File: src/rtl/ex_mem_ccr_stage_if.sv
// EX->MEM boundary bundle: pipeline control, EX-side operands and the registered MEM-side view.
// The master drives EX and pipeline control; the slave is the stage register itself.
interface ex_mem_ccr_stage_if #(
  parameter int unsigned DATA_W  = 16,
  parameter int unsigned CCR_W   = 3,
  parameter int unsigned RADDR_W = 3
);
  logic               stall;
  logic               flush;
  logic               ex_valid;
  logic [DATA_W-1:0]  alu_out;
  logic [CCR_W-1:0]   alu_ccr;
  logic               ccr_we;
  logic               setc;
  logic               clrc;
  logic               ccr_save;
  logic               ccr_restore;
  logic [DATA_W-1:0]  ex_store_data;
  logic [RADDR_W-1:0] ex_rd_addr;
  logic               ex_mem_read;
  logic               ex_mem_write;
  logic               ex_reg_write;

  logic               mem_valid;
  logic [DATA_W-1:0]  mem_alu_out;
  logic [DATA_W-1:0]  mem_store_data;
  logic [RADDR_W-1:0] mem_rd_addr;
  logic               mem_mem_read;
  logic               mem_mem_write;
  logic               mem_reg_write;
  logic [CCR_W-1:0]   ccr;
  logic [CCR_W-1:0]   ccr_shadow;

  modport master (
    output stall, flush, ex_valid, alu_out, alu_ccr, ccr_we, setc, clrc,
           ccr_save, ccr_restore, ex_store_data, ex_rd_addr,
           ex_mem_read, ex_mem_write, ex_reg_write,
    input  mem_valid, mem_alu_out, mem_store_data, mem_rd_addr,
           mem_mem_read, mem_mem_write, mem_reg_write, ccr, ccr_shadow
  );

  modport slave (
    input  stall, flush, ex_valid, alu_out, alu_ccr, ccr_we, setc, clrc,
           ccr_save, ccr_restore, ex_store_data, ex_rd_addr,
           ex_mem_read, ex_mem_write, ex_reg_write,
    output mem_valid, mem_alu_out, mem_store_data, mem_rd_addr,
           mem_mem_read, mem_mem_write, mem_reg_write, ccr, ccr_shadow
  );
endinterface

File: src/rtl/ex_mem_ccr_stage.sv
// EX/MEM pipeline register with the architectural condition-code register and its
// interrupt shadow copy. Priority per edge: rst > stall > flush > normal.
module ex_mem_ccr_stage #(
  parameter int unsigned DATA_W  = 16,
  parameter int unsigned CCR_W   = 3,
  parameter int unsigned RADDR_W = 3
) (
  input logic                clk,
  input logic                rst,
  ex_mem_ccr_stage_if.slave  bus
);
  localparam int unsigned C_BIT = 2;

  logic               valid_q;
  logic [DATA_W-1:0]  alu_q;
  logic [DATA_W-1:0]  store_q;
  logic [RADDR_W-1:0] rd_q;
  logic               mrd_q;
  logic               mwr_q;
  logic               rwr_q;
  logic [CCR_W-1:0]   ccr_q;
  logic [CCR_W-1:0]   shadow_q;

  logic               commit;
  logic [CCR_W-1:0]   ccr_next;
  logic [CCR_W-1:0]   shadow_next;

  assign commit = bus.ex_valid & ~bus.stall & ~bus.flush;

  // Restore overrides everything; otherwise ccr_we loads all flags and setc/clrc then
  // override only C, which yields Z,N from the ALU with C forced when both are present.
  always_comb begin
    ccr_next    = ccr_q;
    shadow_next = shadow_q;
    if (commit) begin
      if (bus.ccr_restore) begin
        ccr_next = shadow_q;
      end else begin
        if (bus.ccr_we)
          ccr_next = bus.alu_ccr;
        if (bus.setc | bus.clrc)
          ccr_next[C_BIT] = ~bus.clrc;
      end
      if (bus.ccr_save)
        shadow_next = ccr_q;
    end
  end

  always_ff @(posedge clk) begin
    if (rst) begin
      valid_q  <= 1'b0;
      alu_q    <= '0;
      store_q  <= '0;
      rd_q     <= '0;
      mrd_q    <= 1'b0;
      mwr_q    <= 1'b0;
      rwr_q    <= 1'b0;
      ccr_q    <= '0;
      shadow_q <= '0;
    end else if (!bus.stall) begin
      if (bus.flush) begin
        valid_q <= 1'b0;
        alu_q   <= '0;
        store_q <= '0;
        rd_q    <= '0;
        mrd_q   <= 1'b0;
        mwr_q   <= 1'b0;
        rwr_q   <= 1'b0;
      end else begin
        valid_q <= bus.ex_valid;
        alu_q   <= bus.alu_out;
        store_q <= bus.ex_store_data;
        rd_q    <= bus.ex_rd_addr;
        mrd_q   <= bus.ex_mem_read  & bus.ex_valid;
        mwr_q   <= bus.ex_mem_write & bus.ex_valid;
        rwr_q   <= bus.ex_reg_write & bus.ex_valid;
      end
      ccr_q    <= ccr_next;
      shadow_q <= shadow_next;
    end
  end

  assign bus.mem_valid      = valid_q;
  assign bus.mem_alu_out    = alu_q;
  assign bus.mem_store_data = store_q;
  assign bus.mem_rd_addr    = rd_q;
  assign bus.mem_mem_read   = mrd_q;
  assign bus.mem_mem_write  = mwr_q;
  assign bus.mem_reg_write  = rwr_q;
  assign bus.ccr            = ccr_q;
  assign bus.ccr_shadow     = shadow_q;
endmodule

File: src/flat_wrapper.sv
// flat-port wrapper written by rule: the top's interface ports become plain ports
module ex_mem_ccr_stage_flat 
#(
  parameter int unsigned DATA_W  = 16,
  parameter int unsigned CCR_W   = 3,
  parameter int unsigned RADDR_W = 3
)
  (clk, rst, bus_stall, bus_flush, bus_ex_valid, bus_alu_out, bus_alu_ccr, bus_ccr_we, bus_setc, bus_clrc, bus_ccr_save, bus_ccr_restore, bus_ex_store_data, bus_ex_rd_addr, bus_ex_mem_read, bus_ex_mem_write, bus_ex_reg_write, bus_mem_valid, bus_mem_alu_out, bus_mem_store_data, bus_mem_rd_addr, bus_mem_mem_read, bus_mem_mem_write, bus_mem_reg_write, bus_ccr, bus_ccr_shadow);
  ex_mem_ccr_stage_if #(.DATA_W(DATA_W), .CCR_W(CCR_W), .RADDR_W(RADDR_W)) bus_i ();
  input logic clk;
  input logic rst;
  input wire logic [$bits(bus_i.stall)-1:0] bus_stall;
  input wire logic [$bits(bus_i.flush)-1:0] bus_flush;
  input wire logic [$bits(bus_i.ex_valid)-1:0] bus_ex_valid;
  input wire logic [$bits(bus_i.alu_out)-1:0] bus_alu_out;
  input wire logic [$bits(bus_i.alu_ccr)-1:0] bus_alu_ccr;
  input wire logic [$bits(bus_i.ccr_we)-1:0] bus_ccr_we;
  input wire logic [$bits(bus_i.setc)-1:0] bus_setc;
  input wire logic [$bits(bus_i.clrc)-1:0] bus_clrc;
  input wire logic [$bits(bus_i.ccr_save)-1:0] bus_ccr_save;
  input wire logic [$bits(bus_i.ccr_restore)-1:0] bus_ccr_restore;
  input wire logic [$bits(bus_i.ex_store_data)-1:0] bus_ex_store_data;
  input wire logic [$bits(bus_i.ex_rd_addr)-1:0] bus_ex_rd_addr;
  input wire logic [$bits(bus_i.ex_mem_read)-1:0] bus_ex_mem_read;
  input wire logic [$bits(bus_i.ex_mem_write)-1:0] bus_ex_mem_write;
  input wire logic [$bits(bus_i.ex_reg_write)-1:0] bus_ex_reg_write;
  output wire logic [$bits(bus_i.mem_valid)-1:0] bus_mem_valid;
  output wire logic [$bits(bus_i.mem_alu_out)-1:0] bus_mem_alu_out;
  output wire logic [$bits(bus_i.mem_store_data)-1:0] bus_mem_store_data;
  output wire logic [$bits(bus_i.mem_rd_addr)-1:0] bus_mem_rd_addr;
  output wire logic [$bits(bus_i.mem_mem_read)-1:0] bus_mem_mem_read;
  output wire logic [$bits(bus_i.mem_mem_write)-1:0] bus_mem_mem_write;
  output wire logic [$bits(bus_i.mem_reg_write)-1:0] bus_mem_reg_write;
  output wire logic [$bits(bus_i.ccr)-1:0] bus_ccr;
  output wire logic [$bits(bus_i.ccr_shadow)-1:0] bus_ccr_shadow;
  assign bus_i.stall = bus_stall;
  assign bus_i.flush = bus_flush;
  assign bus_i.ex_valid = bus_ex_valid;
  assign bus_i.alu_out = bus_alu_out;
  assign bus_i.alu_ccr = bus_alu_ccr;
  assign bus_i.ccr_we = bus_ccr_we;
  assign bus_i.setc = bus_setc;
  assign bus_i.clrc = bus_clrc;
  assign bus_i.ccr_save = bus_ccr_save;
  assign bus_i.ccr_restore = bus_ccr_restore;
  assign bus_i.ex_store_data = bus_ex_store_data;
  assign bus_i.ex_rd_addr = bus_ex_rd_addr;
  assign bus_i.ex_mem_read = bus_ex_mem_read;
  assign bus_i.ex_mem_write = bus_ex_mem_write;
  assign bus_i.ex_reg_write = bus_ex_reg_write;
  assign bus_mem_valid = bus_i.mem_valid;
  assign bus_mem_alu_out = bus_i.mem_alu_out;
  assign bus_mem_store_data = bus_i.mem_store_data;
  assign bus_mem_rd_addr = bus_i.mem_rd_addr;
  assign bus_mem_mem_read = bus_i.mem_mem_read;
  assign bus_mem_mem_write = bus_i.mem_mem_write;
  assign bus_mem_reg_write = bus_i.mem_reg_write;
  assign bus_ccr = bus_i.ccr;
  assign bus_ccr_shadow = bus_i.ccr_shadow;
  ex_mem_ccr_stage #(.DATA_W(DATA_W), .CCR_W(CCR_W), .RADDR_W(RADDR_W)) u_core (.clk(clk), .rst(rst), .bus(bus_i));
endmodule
File: config.mk
export PLATFORM = sky130hd
export DESIGN_NAME = ex_mem_ccr_stage_flat
export DESIGN_NICKNAME = d
export VERILOG_FILES = /design/src/rtl/ex_mem_ccr_stage_if.sv /design/src/rtl/ex_mem_ccr_stage.sv /design/src/flat_wrapper.sv
export SDC_FILE = /design/constraint.sdc
export NUM_CORES = 1
export LEC_CHECK = 0
export CAP_MARGIN = 40
export CORE_MARGIN = 1.5
export CORE_UTILIZATION = 39
export DETAILED_ROUTE_END_ITERATION = 8
export PLACE_DENSITY = 0.84
export SYNTH_ARGS = -nofsm -noshare
export SYNTH_HDL_FRONTEND = slang
export SYNTH_SLANG_ARGS = --single-unit
File: constraint.sdc
create_clock -name clk -period 1.5 [get_ports clk]
set_input_delay 0.225 -clock clk [delete_from_list [all_inputs] [get_ports clk]]
set_output_delay 0.225 -clock clk [all_outputs]
set_load 0.02 [all_outputs]
==> results_dict.tcl, run 1 <==
set metrics [dict create \
    status "finished clean" \
    p_seq_share_pct 52.3 \
    design_area_um2 2758 \
    core_um2 3771 \
    num_rows 22 \
    clk_pin_slew_ns 0.08 \
    start_util_pct 41.97 \
    synth.distinct_cells 19 \
    reg2reg_slack_ns 0.65 \
    ant_nets 0 \
    yosys.area_share.simple_pct 14.39 \
    final_common_cell "clkdlybuf4s50_1" \
    p_switching_uw 558.9 \
    dpl_cell_area_um2 2634 \
    ys.warnings.count 0 \
    finalCriticalPeriod_ns 1.462 \
    power_leakage_nw 1.319 \
    final.setup.tns_ns 0 \
    min_path_type "reg -> reg" \
    die_area_um2 4450 \
    p_int_mw 1.849 \
    drive_gt1_share_pct 8.527 \
    finalCritPeriodShare_pct 97.50 \
    path_buf_inv 1 \
    path_delay_family "buffers and inverters" \
    synth_compound_area_share_pct 21.74 \
    cap_viol_max_count 0 \
    rsz0062_at_grt "false" \
    switching_share_pct 23.21 \
    nFillCells 288 \
    startpoint "u_core.bus.mem_alu_out[13]" \
    comb_power_share_pct 17.7 \
    overflow 0 \
    drc 0 \
    routedWlPerCell_um 13.22 \
    antenna_found_initial 0 \
    dr_total_vias 1547 \
    max_stage_delay_ns 0.62 \
    synth_fa_ha_area_share_pct 0 \
    wl_mm 4.045 \
    nNetsFinal 309 \
    cp_num_cells 1 \
    muxShareOfSynthArea_pct 3.162 \
    syn-cell-area_um2 1583 \
    critPathLaunchType "flop" \
    synth-seq-area-share_pct 56.92 \
    hpwl_mm 2.895 \
    finalHoldViolations 0 \
    syn_to_final_growth_pct 74.23 \
    required_ns 1.27 \
    worstPathArrival_ns 1.24 \
    r2r_start "u_core.bus.ccr_shadow[2]" \
    endpoint_kind "primary output" \
    cts.sinks 45 \
    die_h_um 66.71 \
    power-per-cell-area_nw_per_um2 873.4 \
    clock_skew_ns 0.0001783 \
    synthXorXnorAreaFrac_pct 0 \
    path_max_fanout 2 \
    worst_pin_slew_ns 0.2773 \
    critPathCapture "bus_mem_alu_out[13]" \
    setup_viol 0 \
    die_x_um 66.71 \
    synth_top_family_by_area "compound AO/OA/AOI/OAI gates" \
    timing.rr.end "u_core.bus.ccr[2]" \
    holdPathStages 2 \
    synth_nets 210 \
    gp_congestion 0.7155 \
    cts_made_buffers 5 \
    cts_tree "yes" \
    fmax_mhz 683.8 \
    syn_inst 159 \
    path_class "reg -> out" \
    root_buffer "clkbuf_8" \
    final_cell_mix "clkdlybuf4s50_1, dfxtp_1, nor2_1" \
    path_cells "clkdlybuf4s50_1" \
    crit_path_top_delay_cell "clkdlybuf4s50_1" \
    cts.path.max_buffers 2 \
    holdWs_ns 0.5039 \
    dr.pass1.iters 4 \
    via_per_inst 5.056 \
    avgSynthCellArea_um2 9.955 \
    postCtsSetupRepairBufs 0 \
    drtIter0Drc 80 \
    htreeDepth 2 \
    grt_max_degree 46 \
    insertion_delay_ns 0.28 \
    pwr-share-clk_pct 30.0 \
    grt_pass1_vias 1492 \
    maxSlewViolCount 0 \
    portBuffers 95 \
    rr_worst_depth 3 \
    grt_pass1_wl_mm 6.513 \
    n_antenna_cell 0 \
    grt_use_total_pct 19.05 \
    slew_headroom_pct 81.46 \
    synth-seq-cells 45 \
    ios 96 \
    vdd_drop_max_v 0.0006150 \
]
-- cells in the mapped netlist --
cell type / count / share of area [%]
a311oi_2: 1 / 0.95
mux2i_1: 5 / 3.2
nor3b_4: 1 / 1.2
and4bb_2: 1 / 0.79
a22oi_1: 37 / 18
clkbuf_1: 8 / 1.9
nor3b_1: 1 / 0.47
o31a_1: 1 / 0.55
dfxtp_1: 45 / 57
buf_1: 1 / 0.24
nor2_1: 43 / 10
buf_2: 3 / 0.95
nand2_1: 1 / 0.24
or4_4: 1 / 0.71
buf_6: 1 / 0.71
a311oi_1: 2 / 1.1
or2_2: 1 / 0.40
nor2_2: 1 / 0.40
a21oi_1: 5 / 1.6
-- power by group through the flow --
| stage | registers (mW) | logic [mW] | clock network, mW |
|---|---|---|---|
| after global routing | 1.26 | 0.461 | 0.797 |
| after floorplan | 1.34 | 0.120 | 0 |
| after global placement | 1.29 | 0.428 | 0 |
| final | 1.26 | 0.427 | 0.723 |
| after detailed placement | 1.29 | 0.433 | 0 |
| after CTS | 1.26 | 0.433 | 0.753 |
-- metal layers --
layer  part of all wire (%)  GRT usage (%)  up-vias  routed length (µm)
met3                     11          9.122        4                 440
met1                     42          21.96      714                1716
met2                     46          31.75       65                1867
li1                       -              -      764                   -
met4                   0.49          4.592        0                  20
met5                      0              0        -                   0
-- state kept, by name (all words and copies together), names as in the netlist --
name and flops:
u_core.bus.mem_rd_addr 3, u_core.bus.mem_mem_read 1, u_core.bus.mem_valid 1, u_core.bus.ccr 3
u_core.bus.ccr_shadow 3, u_core.bus.mem_mem_write 1, u_core.bus.mem_alu_out 16, u_core.bus.mem_store_data 16
u_core.bus.mem_reg_write 1
-- worst min path at each step --
stage / start / to / slack [ns]
after global placement: u_core.bus.mem_valid / u_core.bus.mem_valid / 0.47
after CTS: u_core.bus.mem_store_data[13] / u_core.bus.mem_store_data[13] / 0.51
after floorplan: bus_alu_out[0] / u_core.bus.mem_alu_out[0] / 0.37
after global routing: u_core.bus.mem_store_data[11] / u_core.bus.mem_store_data[11] / 0.53
final: u_core.bus.mem_store_data[13] / u_core.bus.mem_store_data[13] / 0.50
after detailed placement: u_core.bus.mem_valid / u_core.bus.mem_valid / 0.49
-- per-stage QoR --
| stage | util (%) | cells | setup WS [ns] | total power, mW |
|---|---|---|---|---|
| 2_1_floorplan | - | 159 | 0.3749 | 1.458 |
| 3_3_place_gp | 69.84 | 299 | -0.05402 | 1.714 |
| 3_5_place_dp | 69.84 | 299 | -0.06769 | 1.720 |
| 4_1_cts | 72.00 | 306 | 0.0001806 | 2.445 |
| 5_1_grt | 73.13 | 306 | 0.0003306 | 2.522 |
| 6_report | 73.13 | 306 | 0.03751 | 2.408 |
-- cells by family after synthesis --
family                 Yosys count
AO/OA/AOI/OAI                   46
buffers and inverters           13
flip-flops                      45
multiplexers                     5
AND/OR/NAND/NOR                 50
-- what timing repair did --
action | in CTS | in global routing
gates resized for setup | 4 | 17
hold buffers | 0 | 0
setup endpoints to repair | 4 | 17
-- layout make-up --
cell class | count | area (µm²) | area share [%]
Timing Repair Buffer | 105 | 1089 | 39.47
Sequential cell | 45 | 900.9 | 32.67
Multi-Input combinational cell | 101 | 621.8 | 22.55
Clock buffer | 7 | 86.33 | 3.131
Tap cell | 48 | 60.06 | 2.178
(Power assumes the default switching activity.)
==> inputs of run 2 (changes only) <==
--- a/config.mk
+++ b/config.mk
@@ -10,6 +10,7 @@
 export CORE_UTILIZATION = 39
 export DETAILED_ROUTE_END_ITERATION = 8
 export PLACE_DENSITY = 0.84
+export SLEW_MARGIN = 20
 export SYNTH_ARGS = -nofsm -noshare
 export SYNTH_HDL_FRONTEND = slang
 export SYNTH_SLANG_ARGS = --single-unit
==> results of run 2 <==
Same layout as run 1: the final DEF is identical, and so are final timing and power.
==> inputs of run 3 (changes only) <==
--- a/config.mk
+++ b/config.mk
@@ -5,9 +5,9 @@
 export SDC_FILE = /design/constraint.sdc
 export NUM_CORES = 1
 export LEC_CHECK = 0
-export CAP_MARGIN = 40
 export CORE_MARGIN = 1.5
 export CORE_UTILIZATION = 39
+export CTS_CLUSTER_DIAMETER = 120
 export DETAILED_ROUTE_END_ITERATION = 8
 export PLACE_DENSITY = 0.84
 export SLEW_MARGIN = 20
==> results of run 3 <==
Same layout as run 1: the final DEF is identical, and so are final timing and power.
